===== config.mk =====
export PLATFORM = sky130hd
export DESIGN_NAME = mem_io_responder
export DESIGN_NICKNAME = d
export VERILOG_FILES = /design/src/rtl/mem_io_responder.sv
export SDC_FILE = /design/constraint.sdc
export NUM_CORES = 2
export LEC_CHECK = 0
export CAP_MARGIN = 20
export CELL_PAD_IN_SITES_DETAIL_PLACEMENT = 2
export CELL_PAD_IN_SITES_GLOBAL_PLACEMENT = 2
export CORE_ASPECT_RATIO = 1.4
export CORE_MARGIN = 2
export CORE_UTILIZATION = 40
export DETAILED_ROUTE_END_ITERATION = 10
export PLACE_DENSITY = 0.66
export SLEW_MARGIN = 20
export SYNTH_ARGS = -nofsm -noshare
export SYNTH_HDL_FRONTEND = slang
export SYNTH_SLANG_ARGS = --single-unit
export TNS_END_PERCENT = 30

===== constraint.sdc =====
create_clock -name clk -period 4.5 [get_ports clk]
set_input_delay 0.45 -clock clk [delete_from_list [all_inputs] [get_ports clk]]
set_output_delay 0.45 -clock clk [all_outputs]
set_load 0.02 [all_outputs]

===== src/rtl/mem_io_responder.sv =====
// -----------------------------------------------------------------------------
// mem_io_responder
//
// Target-side responder for the processor memory bus. Every cycle the bus
// address is decoded on addr[15:12] into on-chip RAM, an LED register, six
// seven-segment registers, synchronized board switches and a prescaled
// down-counter timer. Read data is registered and returned on din one cycle
// after the address is presented; writes take effect on the edge where w=1.
//
// Ports:
//   clk        system clock
//   reset_n    synchronous, active-low reset
//   addr[15:0] bus address (already registered by the processor)
//   dout[15:0] write data from the processor
//   w          write strobe
//   din[15:0]  registered read data back to the processor
//   sw[9:0]    asynchronous board switches
//   ledr[9:0]  LED register
//   hex_flat   six 7-bit segment registers, HEXk at [7k+6:7k], active-low
//   timer_irq  timer expired flag
//   bus_err    sticky flag, set by any write to an unmapped address
// -----------------------------------------------------------------------------
module mem_io_responder #(
   parameter int RAM_AW   = 8,
   parameter int PRESCALE = 50000
) (
   input  logic        clk,
   input  logic        reset_n,
   input  logic [15:0] addr,
   input  logic [15:0] dout,
   input  logic        w,
   output logic [15:0] din,
   input  logic [9:0]  sw,
   output logic [9:0]  ledr,
   output logic [41:0] hex_flat,
   output logic        timer_irq,
   output logic        bus_err
);

   localparam int RAM_DEPTH = 2 ** RAM_AW;
   // A prescaler of 1 still needs a one-bit register so the width is legal.
   localparam int PW = (PRESCALE > 1) ? $clog2(PRESCALE) : 1;
   localparam logic [PW-1:0] PRESC_MAX = PW'(PRESCALE - 1);

   localparam logic [3:0] REGION_RAM = 4'h0;
   localparam logic [3:0] REGION_LED = 4'h1;
   localparam logic [3:0] REGION_HEX = 4'h2;
   localparam logic [3:0] REGION_SW  = 4'h3;
   localparam logic [3:0] REGION_TMR = 4'h4;

   localparam logic [1:0] TMR_CTRL   = 2'd0;
   localparam logic [1:0] TMR_LOAD   = 2'd1;
   localparam logic [1:0] TMR_COUNT  = 2'd2;
   localparam logic [1:0] TMR_STATUS = 2'd3;

   // ---------------------------------------------------------------- storage
   logic [15:0]   ram_q [RAM_DEPTH];

   logic [15:0]   din_q,     din_d;
   logic [9:0]    ledr_q,    ledr_d;
   logic [41:0]   hex_q,     hex_d;
   logic [9:0]    sw_meta_q;
   logic [9:0]    sw_sync_q;
   logic [1:0]    ctrl_q,    ctrl_d;
   logic [15:0]   load_q,    load_d;
   logic [15:0]   count_q,   count_d;
   logic [PW-1:0] presc_q,   presc_d;
   logic          expired_q, expired_d;
   logic          bus_err_q, bus_err_d;

   // ---------------------------------------------------------------- decode
   logic sel_ram_s;
   logic sel_led_s;
   logic sel_hex_s;
   logic sel_tmr_s;
   logic unmapped_s;

   // Upper RAM-region address bits only alias and are intentionally ignored.
   logic unused_s;
   assign unused_s = ^addr[11:3];

   // Region decode; HEX slots 6 and 7 fall through to unmapped.
   always_comb begin
      sel_ram_s  = 1'b0;
      sel_led_s  = 1'b0;
      sel_hex_s  = 1'b0;
      sel_tmr_s  = 1'b0;
      unmapped_s = 1'b0;
      case (addr[15:12])
         REGION_RAM: sel_ram_s = 1'b1;
         REGION_LED: sel_led_s = 1'b1;
         REGION_HEX: begin
            if (addr[2:0] > 3'd5) begin
               unmapped_s = 1'b1;
            end else begin
               sel_hex_s = 1'b1;
            end
         end
         // SW is read-only; writes are silently ignored and are not errors.
         REGION_SW:  unmapped_s = 1'b0;
         REGION_TMR: sel_tmr_s = 1'b1;
         default:    unmapped_s = 1'b1;
      endcase
   end

   // ---------------------------------------------------------------- timer
   logic tmr_run_s;
   logic tick_s;
   logic expire_s;

   assign tmr_run_s = ctrl_q[0] && (count_q != 16'h0000);
   assign tick_s    = tmr_run_s && (presc_q == PRESC_MAX);
   assign expire_s  = tick_s && (count_q == 16'h0001);

   // Timer next-state: prescaler/countdown first, bus writes override after.
   always_comb begin
      ctrl_d    = ctrl_q;
      load_d    = load_q;
      count_d   = count_q;
      presc_d   = presc_q;
      expired_d = expired_q;

      // Prescaler only advances while there is something left to count.
      if (tmr_run_s) begin
         if (tick_s) begin
            presc_d = {PW{1'b0}};
         end else begin
            presc_d = presc_q + PW'(1);
         end
      end else begin
         presc_d = presc_q;
      end

      if (tick_s) begin
         if (count_q == 16'h0001) begin
            count_d = ctrl_q[1] ? load_q : 16'h0000;
         end else begin
            count_d = count_q - 16'h0001;
         end
      end else begin
         count_d = count_q;
      end

      if (w && sel_tmr_s) begin
         case (addr[1:0])
            TMR_CTRL:  ctrl_d = dout[1:0];
            TMR_LOAD:  load_d = dout;
            TMR_COUNT: begin
               // A software write beats a tick landing in the same cycle.
               count_d = dout;
               presc_d = {PW{1'b0}};
            end
            TMR_STATUS: begin
               if (dout[0]) begin
                  expired_d = 1'b0;
               end else begin
                  expired_d = expired_q;
               end
            end
            default: ctrl_d = ctrl_q;
         endcase
      end else begin
         ctrl_d = ctrl_q;
      end

      // Expiry is applied last so it wins over a concurrent W1C.
      if (expire_s) begin
         expired_d = 1'b1;
      end else begin
         expired_d = expired_d;
      end
   end

   // ---------------------------------------------------------------- I/O regs
   // LED, HEX and sticky bus-error next-state from bus writes.
   always_comb begin
      ledr_d    = ledr_q;
      hex_d     = hex_q;
      bus_err_d = bus_err_q;

      if (w && sel_led_s) begin
         ledr_d = dout[9:0];
      end else begin
         ledr_d = ledr_q;
      end

      if (w && sel_hex_s) begin
         case (addr[2:0])
            3'd0:    hex_d[6:0]   = dout[6:0];
            3'd1:    hex_d[13:7]  = dout[6:0];
            3'd2:    hex_d[20:14] = dout[6:0];
            3'd3:    hex_d[27:21] = dout[6:0];
            3'd4:    hex_d[34:28] = dout[6:0];
            3'd5:    hex_d[41:35] = dout[6:0];
            default: hex_d        = hex_q;
         endcase
      end else begin
         hex_d = hex_q;
      end

      // Without a valid strobe only write cycles count as real accesses.
      if (w && unmapped_s) begin
         bus_err_d = 1'b1;
      end else begin
         bus_err_d = bus_err_q;
      end
   end

   // ---------------------------------------------------------------- read mux
   // Read data from pre-update state; registered into din below.
   always_comb begin
      din_d = 16'h0000;
      case (addr[15:12])
         REGION_RAM: din_d = ram_q[addr[RAM_AW-1:0]];
         REGION_LED: din_d = {6'b000000, ledr_q};
         REGION_HEX: begin
            case (addr[2:0])
               3'd0:    din_d = {9'b000000000, hex_q[6:0]};
               3'd1:    din_d = {9'b000000000, hex_q[13:7]};
               3'd2:    din_d = {9'b000000000, hex_q[20:14]};
               3'd3:    din_d = {9'b000000000, hex_q[27:21]};
               3'd4:    din_d = {9'b000000000, hex_q[34:28]};
               3'd5:    din_d = {9'b000000000, hex_q[41:35]};
               default: din_d = 16'h0000;
            endcase
         end
         REGION_SW:  din_d = {6'b000000, sw_sync_q};
         REGION_TMR: begin
            case (addr[1:0])
               TMR_CTRL:   din_d = {14'b00000000000000, ctrl_q};
               TMR_LOAD:   din_d = load_q;
               TMR_COUNT:  din_d = count_q;
               TMR_STATUS: din_d = {15'b000000000000000, expired_q};
               default:    din_d = 16'h0000;
            endcase
         end
         default:    din_d = 16'h0000;
      endcase
   end

   // RAM write port; contents survive reset by design.
   always_ff @(posedge clk) begin
      if (w && sel_ram_s) begin
         ram_q[addr[RAM_AW-1:0]] <= dout;
      end
   end

   // All control/status flops with synchronous active-low reset.
   always_ff @(posedge clk) begin
      if (!reset_n) begin
         din_q     <= 16'h0000;
         ledr_q    <= 10'h000;
         hex_q     <= {42{1'b1}};
         sw_meta_q <= 10'h000;
         sw_sync_q <= 10'h000;
         ctrl_q    <= 2'b00;
         load_q    <= 16'h0000;
         count_q   <= 16'h0000;
         presc_q   <= {PW{1'b0}};
         expired_q <= 1'b0;
         bus_err_q <= 1'b0;
      end else begin
         din_q     <= din_d;
         ledr_q    <= ledr_d;
         hex_q     <= hex_d;
         sw_meta_q <= sw;
         sw_sync_q <= sw_meta_q;
         ctrl_q    <= ctrl_d;
         load_q    <= load_d;
         count_q   <= count_d;
         presc_q   <= presc_d;
         expired_q <= expired_d;
         bus_err_q <= bus_err_d;
      end
   end

   assign din       = din_q;
   assign ledr      = ledr_q;
   assign hex_flat  = hex_q;
   assign timer_irq = expired_q;
   assign bus_err   = bus_err_q;

endmodule


==> results.yml <==
cts:
  root_buffer: "clkbuf_16"
  h-tree-depth: 5
  clkSinkCount: 4236
  cts_buffers: 401
  cts.clk_slew.worst_paths_ns: 0.07
  cts_setup_buffers: 0
  tritoncts: "done"
  clock_latency_ns: 0.99
  ctsLongestPathBuffers: 4
logic_synthesis:
  ys_ff_latch: 4236
  async_flop_share_pct: 0
  yosysUniqueCellTypes: 78
  ys.flop_type: "edfxtp_1"
  synth_area_um2: 163100
  yosysTopAreaCell: "edfxtp_1"
  synth_top_area_share_pct: 75.41
  synth_edf_count: 4096
  synthCells: 7992
  yosys-top-cells-area: "edfxtp_1 (75%), mux4_2 (11%), mux2i_1 (3.6%)"
  syn_area_per_cell_um2: 20.41
  yosys_warnings: 0
  yosysSeqAreaShare_pct: 77.13
  syn_nets: 8040
placed_design:
  place_area_um2: 175800
  gp_congestion: 0.8575
  io_buffers: 110
  preCtsSetupSlack_ns: -0.3243
  dp_cells: 13830
  dpl.hpwl_mm: 376.4
flow_run:
  drv_cap: 0
drt:
  num_vias: 90080
  remaining_drc_errors: 0
  wl_met3_mm: 40.89
  drtAntennaViolNets: 0
  met1_length_mm: 216.1
  drt_iter0_markers: 10710
  wl_mm: 607.8
  dr_wl_met2_mm: 307.5
  vias_per_cell: 6.171
  dr.pass1.iters: 5
  route.top_layer_used: "met5"
  wire_per_inst_um: 41.64
sta:
  fmaxAchievable_mhz: 249.0
  finClkSkew_ns: 0.04749
  period_minus_slack_ns: 4.015
  slew_headroom_pct: 2.685
  finalSetupViolCount: 0
  slew_viol_final: 0
  tns_ns: 0
  fin_ws_ns: 0.4846
  hold_violations: 0
  post-route-period-util_pct: 89.23
  worst_pin_slew_ns: 1.460
  whs_ns: 0.007930
  rsz0062_at_grt: "false"
setup_path:
  worstSetupPathType: "primary input to flip-flop"
  crit_path_start_kind: "primary input"
  required_ns: 5.31
  reg2reg_depth: 7
  setup.worst_path.end_class: "flip-flop"
  cp_max_fo: 27
  crit_arrival_ns: 4.83
global_routing:
  grt_pass1_wl_mm: 827.1
  grt_use_total_pct: 28.92
  grt_overflow_total: 0
  grt_max_degree: 144
  grt_pass1_vias: 96360
  antenna_found_initial: 54
finish:
  area_growth_pct: 16.05
  layout-drive-gt1-share_pct: 25.21
  finalNonFillerCells: 14600
  multi_input_area_um2: 35100
  nets: 8857
  stdcell_area_um2: 189300
  fill_cells: 36770
  regArea_um2: 125800
die:
  fp-row-count: 277
  core_area_um2: 406200
  fp.dieH_um: 759.5
  die_w_um: 543.7
  io_pins: 115
  initial_core_util_pct: 40.15
  dieArea_um2: 412900
worst_hold_path:
  whs_path_depth: 1
  min_path_type: "primary input to flip-flop"
power_and_ir_drop:
  powerDensity_nw_per_um2: 441.2
  ir_worst_vdd_mv: 0.3534
  leakage_nw: 61.05
status:
  status: "finished, final reports clean"
## state kept, by name (all words and copies together) (netlist names)
register / count
ram_q: 4096
hex_flat: 42
count_q: 16
din: 16
load_q: 16
presc_q: 16
ledr: 10
sw_meta_q: 10
sw_sync_q: 10
ctrl_q: 2
bus_err: 1
timer_irq: 1
## power breakdown
group | switching [W] | total, W | leakage [nW] | internal [W]
clock | 0.0160 | 0.0360 | 6.48 | 0.0200
sequential | 0.0000189 | 0.0432 | 37.9 | 0.0432
combinational | 0.00296 | 0.00431 | 16.6 | 0.00135
total | 0.0190 | 0.0835 | 61.0 | 0.0645
## per-layer routing
layer  track usage (%)  vias to the layer above
met4             17.33                       18
met3             4.202                     1243
li1                  -                    34880
met2             49.68                     4662
met5                 0                        -
met1             34.38                    49280
## cells in the mapped netlist, types with 53 or more instances
master	instances
a21oi_1	102
a221oi_1	64
a22oi_1	239
buf_2	176
buf_4	100
clkbuf_1	158
dfxtp_1	140
edfxtp_1	4096
mux2i_1	592
mux4_2	793
nand2_1	267
nand3_1	96
nand4_1	53
nor2_1	364
o21ai_0	100
o22ai_1	175
## cell usage in the layout (no fill, tap or decap), types with 52 or more instances in the layout
cell / count
mux4_2: 793
a21oi_1: 102
nand4_1: 53
nor2_2: 52
o22ai_1: 175
buf_4: 680
a221oi_1: 64
mux2i_1: 592
edfxtp_1: 4096
bufinv_16: 52
a22oi_1: 239
clkinv_2: 78
clkdlybuf4s50_1: 86
o21ai_0: 99
nand3_1: 90
buf_12: 89
clkbuf_16: 413
nor2_1: 308
clkbuf_1: 72
dfxtp_1: 140
clkinv_1: 66
nand2_1: 261
## logic make-up after synthesis
logic type,after synthesis,share of synthesized area (%)
multiplexers,1410,14.76
flip-flops,4236,77.13
XOR/XNOR,14,0.07518
AO/OA/AOI/OAI,877,3.712
adder cells (fa/ha/maj),3,0.02302
AND/OR/NAND/NOR,967,2.743
buffers and inverters,485,1.560
## what timing repair did
| item | in CTS | in global routing |
|---|---|---|
| resized for setup | 0 | 0 |
| hold buffers | 9 | 2 |
| hold endpoints to repair | 95 | 41 |
## per-stage QoR
step / util [%] / total power [W]
after floorplan: - / 0.04591
after global placement: 43.28 / 0.04809
after detailed placement: 43.28 / 0.04829
after CTS: 46.57 / 0.08381
after global routing: 46.59 / 0.08506
final: 46.60 / 0.08351
## final cells by class
| class | instances | area share (%) |
|---|---|---|
| tap | 5440 | 3.596 |
| timing repair buffer | 888 | 4.328 |
| clock buffer | 497 | 5.690 |
| clock inverter | 234 | 1.329 |
| antenna | 19 | 0.02512 |
| multi-input combinational | 3271 | 18.54 |
| inverter | 11 | 0.02446 |
| sequential | 4236 | 66.46 |
## critical path, stage by stage
cell and delay, ns:
buf_8 0.49, buf_12 0.29, buf_4 0.29, and2_4 0.30, buf_4 0.50, a22oi_1 0.15
and3_1 0.20, o22ai_1 0.51, buf_4 0.21, a31oi_1 0.23, o41ai_1 0.76, buf_4 0.24
nand4b_1 0.11
## worst paths after layout
| check | slack [ns] | end | from |
|---|---|---|---|
| worst max-delay path | 0.48 | din[4] | addr[0] |
| worst min-delay path | 0.008 | ram_q[178][10] | dout[10] |
| worst max register to register | 0.60 | din[9] | ram_q[216][9] |
| worst min register to register | 0.44 | sw_sync_q[1] | sw_meta_q[1] |
(Power assumes the default switching activity.)
